**src/rtl/mux_arb_2to1_4bit_if.sv**
```systemverilog
// Handshake bundle for mux_arb_2to1_4bit: two requester channels and one output channel.
// The slave modport is the arbiter's view; the master modport is the producers' and consumer's view.
interface mux_arb_2to1_4bit_if #(
    parameter int WIDTH = 4
);
    logic             in0_valid;
    logic [WIDTH-1:0] in0_data;
    logic             in0_ready;
    logic             in1_valid;
    logic [WIDTH-1:0] in1_data;
    logic             in1_ready;
    logic             out_valid;
    logic [WIDTH-1:0] out_data;
    logic             out_src;
    logic             out_ready;

    modport slave (
        input  in0_valid, in0_data, in1_valid, in1_data, out_ready,
        output in0_ready, in1_ready, out_valid, out_data, out_src
    );

    modport master (
        output in0_valid, in0_data, in1_valid, in1_data, out_ready,
        input  in0_ready, in1_ready, out_valid, out_data, out_src
    );
endinterface

```
**src/rtl/mux_arb_2to1_4bit.sv**
```systemverilog
// 2-requester arbiter with a single-entry registered output buffer on the shared select path.
// MUX_ARB_ROUND_ROBIN_EN selects round-robin priority; when undefined, in0 has fixed priority.
//
// state    | meaning
// ST_EMPTY | output buffer holds no word (out_valid=0)
// ST_FULL  | output buffer holds a word waiting for out_ready
module mux_arb_2to1_4bit #(
    parameter int WIDTH = 4
) (
    input  logic                 clk,
    input  logic                 rst_n,
    mux_arb_2to1_4bit_if.slave   bus
);
    typedef enum logic {
        ST_EMPTY = 1'b0,
        ST_FULL  = 1'b1
    } state_t;

    state_t           r_state;
    logic [WIDTH-1:0] r_data;
    logic             r_src;

    logic w_can_accept;
    logic w_grant0;
    logic w_grant1;
    logic w_pref1;

`ifdef MUX_ARB_ROUND_ROBIN_EN
    logic r_pref1;

    // Pointer moves only on a real grant; it then favours the other requester.
    always_ff @(posedge clk) begin
        if (!rst_n) begin
            r_pref1 <= 1'b0;
        end else if (w_grant0) begin
            r_pref1 <= 1'b1;
        end else if (w_grant1) begin
            r_pref1 <= 1'b0;
        end
    end

    assign w_pref1 = r_pref1;
`else
    assign w_pref1 = 1'b0;
`endif

    // rst_n is folded in so no requester sees ready while reset is held.
    assign w_can_accept = rst_n & ((r_state == ST_EMPTY) | bus.out_ready);
    assign w_grant0     = w_can_accept & bus.in0_valid & (~bus.in1_valid | ~w_pref1);
    assign w_grant1     = w_can_accept & bus.in1_valid & (~bus.in0_valid |  w_pref1);

    always_ff @(posedge clk) begin
        if (!rst_n) begin
            r_state <= ST_EMPTY;
            r_data  <= '0;
            r_src   <= 1'b0;
        end else if (w_grant0) begin
            r_state <= ST_FULL;
            r_data  <= bus.in0_data;
            r_src   <= 1'b0;
        end else if (w_grant1) begin
            r_state <= ST_FULL;
            r_data  <= bus.in1_data;
            r_src   <= 1'b1;
        end else if (bus.out_ready) begin
            r_state <= ST_EMPTY;
        end
    end

    assign bus.in0_ready = w_grant0;
    assign bus.in1_ready = w_grant1;
    assign bus.out_valid = (r_state == ST_FULL);
    assign bus.out_data  = r_data;
    assign bus.out_src   = r_src;
endmodule

```
**src/flat_wrapper.sv**
```systemverilog
// flat-port wrapper written by rule: the top's interface ports become plain ports
module mux_arb_2to1_4bit_flat 
#(
    parameter int WIDTH = 4
)
  (clk, rst_n, bus_in0_valid, bus_in0_data, bus_in1_valid, bus_in1_data, bus_out_ready, bus_in0_ready, bus_in1_ready, bus_out_valid, bus_out_data, bus_out_src);
  mux_arb_2to1_4bit_if #(.WIDTH(WIDTH)) bus_i ();
  input  logic clk;
  input  logic rst_n;
  input wire logic [$bits(bus_i.in0_valid)-1:0] bus_in0_valid;
  input wire logic [$bits(bus_i.in0_data)-1:0] bus_in0_data;
  input wire logic [$bits(bus_i.in1_valid)-1:0] bus_in1_valid;
  input wire logic [$bits(bus_i.in1_data)-1:0] bus_in1_data;
  input wire logic [$bits(bus_i.out_ready)-1:0] bus_out_ready;
  output wire logic [$bits(bus_i.in0_ready)-1:0] bus_in0_ready;
  output wire logic [$bits(bus_i.in1_ready)-1:0] bus_in1_ready;
  output wire logic [$bits(bus_i.out_valid)-1:0] bus_out_valid;
  output wire logic [$bits(bus_i.out_data)-1:0] bus_out_data;
  output wire logic [$bits(bus_i.out_src)-1:0] bus_out_src;
  assign bus_i.in0_valid = bus_in0_valid;
  assign bus_i.in0_data = bus_in0_data;
  assign bus_i.in1_valid = bus_in1_valid;
  assign bus_i.in1_data = bus_in1_data;
  assign bus_i.out_ready = bus_out_ready;
  assign bus_in0_ready = bus_i.in0_ready;
  assign bus_in1_ready = bus_i.in1_ready;
  assign bus_out_valid = bus_i.out_valid;
  assign bus_out_data = bus_i.out_data;
  assign bus_out_src = bus_i.out_src;
  mux_arb_2to1_4bit #(.WIDTH(WIDTH)) u_core (.clk(clk), .rst_n(rst_n), .bus(bus_i));
endmodule
```
**config.mk**
```make
export PLATFORM = sky130hd
export DESIGN_NAME = mux_arb_2to1_4bit_flat
export DESIGN_NICKNAME = d
export VERILOG_FILES = /design/src/rtl/mux_arb_2to1_4bit_if.sv /design/src/rtl/mux_arb_2to1_4bit.sv /design/src/flat_wrapper.sv
export SDC_FILE = /design/constraint.sdc
export NUM_CORES = 1
export LEC_CHECK = 0
export ABC_CLOCK_PERIOD_IN_PS = 1850
export CORE_AREA = 2 2 39 41
export DETAILED_ROUTE_END_ITERATION = 12
export DIE_AREA = 0 0 41 43
export PLACE_DENSITY = 0.58
export REMOVE_ABC_BUFFERS = 1
export SYNTH_ARGS = -nofsm -noshare
export SYNTH_HDL_FRONTEND = slang
export SYNTH_SLANG_ARGS = --single-unit
```
**constraint.sdc**
```tcl
create_clock -name clk -period 1.85 [get_ports clk]
set_input_delay 0.185 -clock clk [delete_from_list [all_inputs] [get_ports clk]]
set_output_delay 0.185 -clock clk [all_outputs]
set_load 0.005 [all_outputs]
```
==> results of run 1 <==
-- metal layers --
| metal | wire length [um] | part of all wire (%) | GRT usage [%] |
|---|---|---|---|
| met1 | 320 | 45 | 14.1 |
| met4 | 32 | 4.5 | 10.0 |
| met5 | 0 | 0 | 0 |
| met3 | 50 | 7.1 | 1.57 |
| met2 | 302 | 43 | 15.3 |
-- Yosys cell counts --
| cell | n | area [um2] |
|---|---|---|
| nand2b_1 | 1 | 6.26 |
| nand2b_4 | 1 | 13.8 |
| a21oi_1 | 4 | 20.0 |
| buf_6 | 1 | 11.3 |
| and3_2 | 1 | 7.51 |
| nor2_1 | 3 | 11.3 |
| a211oi_1 | 1 | 7.51 |
| nor2_2 | 1 | 6.26 |
| a2bb2oi_2 | 1 | 15.0 |
| a2bb2oi_1 | 1 | 8.76 |
| nor2b_2 | 3 | 26.3 |
| dfxtp_1 | 6 | 120 |
| inv_1 | 3 | 11.3 |
| nor3_1 | 1 | 5.00 |
| o221a_2 | 1 | 11.3 |
| o221a_1 | 3 | 33.8 |
-- cells by family (layout without fill, tap and decap cells) --
kind of cell           Yosys count  in the layout
AO/OA/AOI/OAI                   11             11
buffers and inverters            4             29
flip-flops                       6              6
AND/OR/NAND/NOR                 11             11
-- state kept, by name (all words and copies together) (netlist names) --
name / cells
u_core.bus.out_valid: 1
u_core.bus.out_src: 1
u_core.bus.out_data: 4
-- through the flow --
stage	setup slack, ns	instance area [um2]	util [%]
detailed placement	0.137	547	39.5
CTS	0.120	569	41.1
global placement	0.142	547	39.5
finish	0.104	569	41.1
global route	0.0679	569	41.1
floorplan	0.841	304	-
-- path summary, 6_finish.rpt --
path                                from                      to  slack [ns]  cells past startpoint
setup / recovery           bus_in0_valid           bus_in1_ready        0.10                      4
hold / removal    u_core.bus.out_data[0]  u_core.bus.out_data[0]        0.52                      1
setup reg to reg    u_core.bus.out_valid  u_core.bus.out_data[0]        0.76                      3
hold reg to reg   u_core.bus.out_data[0]  u_core.bus.out_data[0]        0.52                      1
-- final cells by class --
type,instances,area (um2)
Tap cell,16,20.0
Timing Repair Buffer,23,223
Fill cell,149,815
Multi-Input combinational cell,22,173
Inverter,3,11.3
Clock buffer,3,22.5
Sequential cell,6,120
-- power by group --
part	switching (uW)	internal, uW
Combinational	31.0	67.3
Clock	45.2	73.2
Sequential	5.81	141
==> impl_metrics.env, run 1 <==
export IMPL_hold_slack_ns=0.522
export IMPL_routed_wl_um=706
export IMPL_drt_first_pass_iters=4
export IMPL_critical_path_top_delay_family="buffers and inverters"
export IMPL_path_clk_slew_ns=0.04
export IMPL_path_cells="clkdlybuf4s50_1, nand2b_4, nor3_1, clkdlybuf4s50_1"
export IMPL_final_max_slew_violation_count=0
export IMPL_synth_xor_area_share_pct=0
export IMPL_min_period_ns=1.75
export IMPL_netlist_area_um2=315
export IMPL_rsz0062_at_grt="no"
export IMPL_antenna_found_initial=0
export IMPL_cts_hold_buf=0
export IMPL_finalCritPeriodShare_pct=94.4
export IMPL_endpoint_kind="primary output"
export IMPL_cts_root_buffer="clkbuf_4"
export IMPL_vias=318
export IMPL_fin_skew_ns=0.00324
export IMPL_relSlewSlack_pct=82.8
export IMPL_slowest_stage="clkdlybuf4s50_1"
export IMPL_drive_gt1_share_pct=24.6
export IMPL_synthMuxAreaShare_pct=0
export IMPL_fin_cells=73
export IMPL_syn_avg_cell_area_um2=9.85
export IMPL_hold_violations=0
export IMPL_total_power_uw=363
export IMPL_place_congestion=0.758
export IMPL_cp_max_fo=5
export IMPL_cpMostUsedCell="clkdlybuf4s50_1"
export IMPL_finalSetupViolations=0
export IMPL_cp_num_buf_inv=2
export IMPL_start_util_pct=22.8
export IMPL_grt_pass1_vias=320
export IMPL_detail_route_antenna_nets=0
export IMPL_start_kind="input pin"
export IMPL_power_per_cell_area_mw_per_mm2=638
export IMPL_port_buffers=20
export IMPL_dp_cells=70
export IMPL_min_path_type="reg -> reg"
export IMPL_grt_overflow=0
export IMPL_insertedDiodeCount=0
export IMPL_layout_commonest_cell="clkdlybuf4s50_1"
export IMPL_drt_iter0_drc=4
export IMPL_cts_resized=0
export IMPL_outcome="completed"
export IMPL_drc=0
export IMPL_cts_buffer_depth=2
export IMPL_crit_required_ns=1.66
export IMPL_cts_setup_buffers=0
export IMPL_grt_max_degree=7
export IMPL_fin_nets=72
export IMPL_cts_tree="yes"
export IMPL_synthSimpleGateAreaFrac_pct=24.2
export IMPL_synth_seq_cells=6
export IMPL_ys_seq_area_share_pct=38.1
export IMPL_dieHeight_um=43
export IMPL_place_detailed_hpwl_um=597
export IMPL_leakage_uw=0.000230
export IMPL_critPathMaxStageDelay_ns=0.54
export IMPL_wl_per_cell_um=9.67
export IMPL_clkLatencyLatePin_ns=0.24
export IMPL_synth_cell_types=16
export IMPL_io_pins=21
export IMPL_clkSinkCount=6
export IMPL_max_freq_mhz=573
export IMPL_areaGrowthSynthToFinish_pct=80.6
export IMPL_synth_fa_ha_area_share_pct=0
export IMPL_worstSetupPathType="in -> out"
export IMPL_core_area_mm2=0.00138
export IMPL_die_width_um=41
export IMPL_crit_arrival_ns=1.56
export IMPL_max_vdd_ir_drop_v=0.000226
export IMPL_h_tree_depth=1
export IMPL_synth_top_family_by_area="compound AO/OA/AOI/OAI gates"
export IMPL_synth_compound_area_share_pct=30.6
export IMPL_grt_pass1_wl_um=1300
export IMPL_rows=14
export IMPL_grt_usage_pct=11.1
export IMPL_most_common_layout_cells="clkdlybuf4s50_1, dfxtp_1, a21oi_1"
export IMPL_cts_buffers=3
export IMPL_maxCapViolCount=0
export IMPL_yosysWarningCount=0
export IMPL_setup_tns_final_ns=0
export IMPL_dieArea_mm2=0.00176
export IMPL_vias_per_cell=4.36
export IMPL_synth_cells=32
export IMPL_worstMarginPinSlew_ns=0.257
No activity file was read; power rests on OpenSTA's default activity.
==> inputs of run 2 (changes only) <==
- CTS_CLUSTER_SIZE: not set -> 10
==> results of run 2 <==
Same layout as run 1: the final DEF is identical, and so are final timing and power.
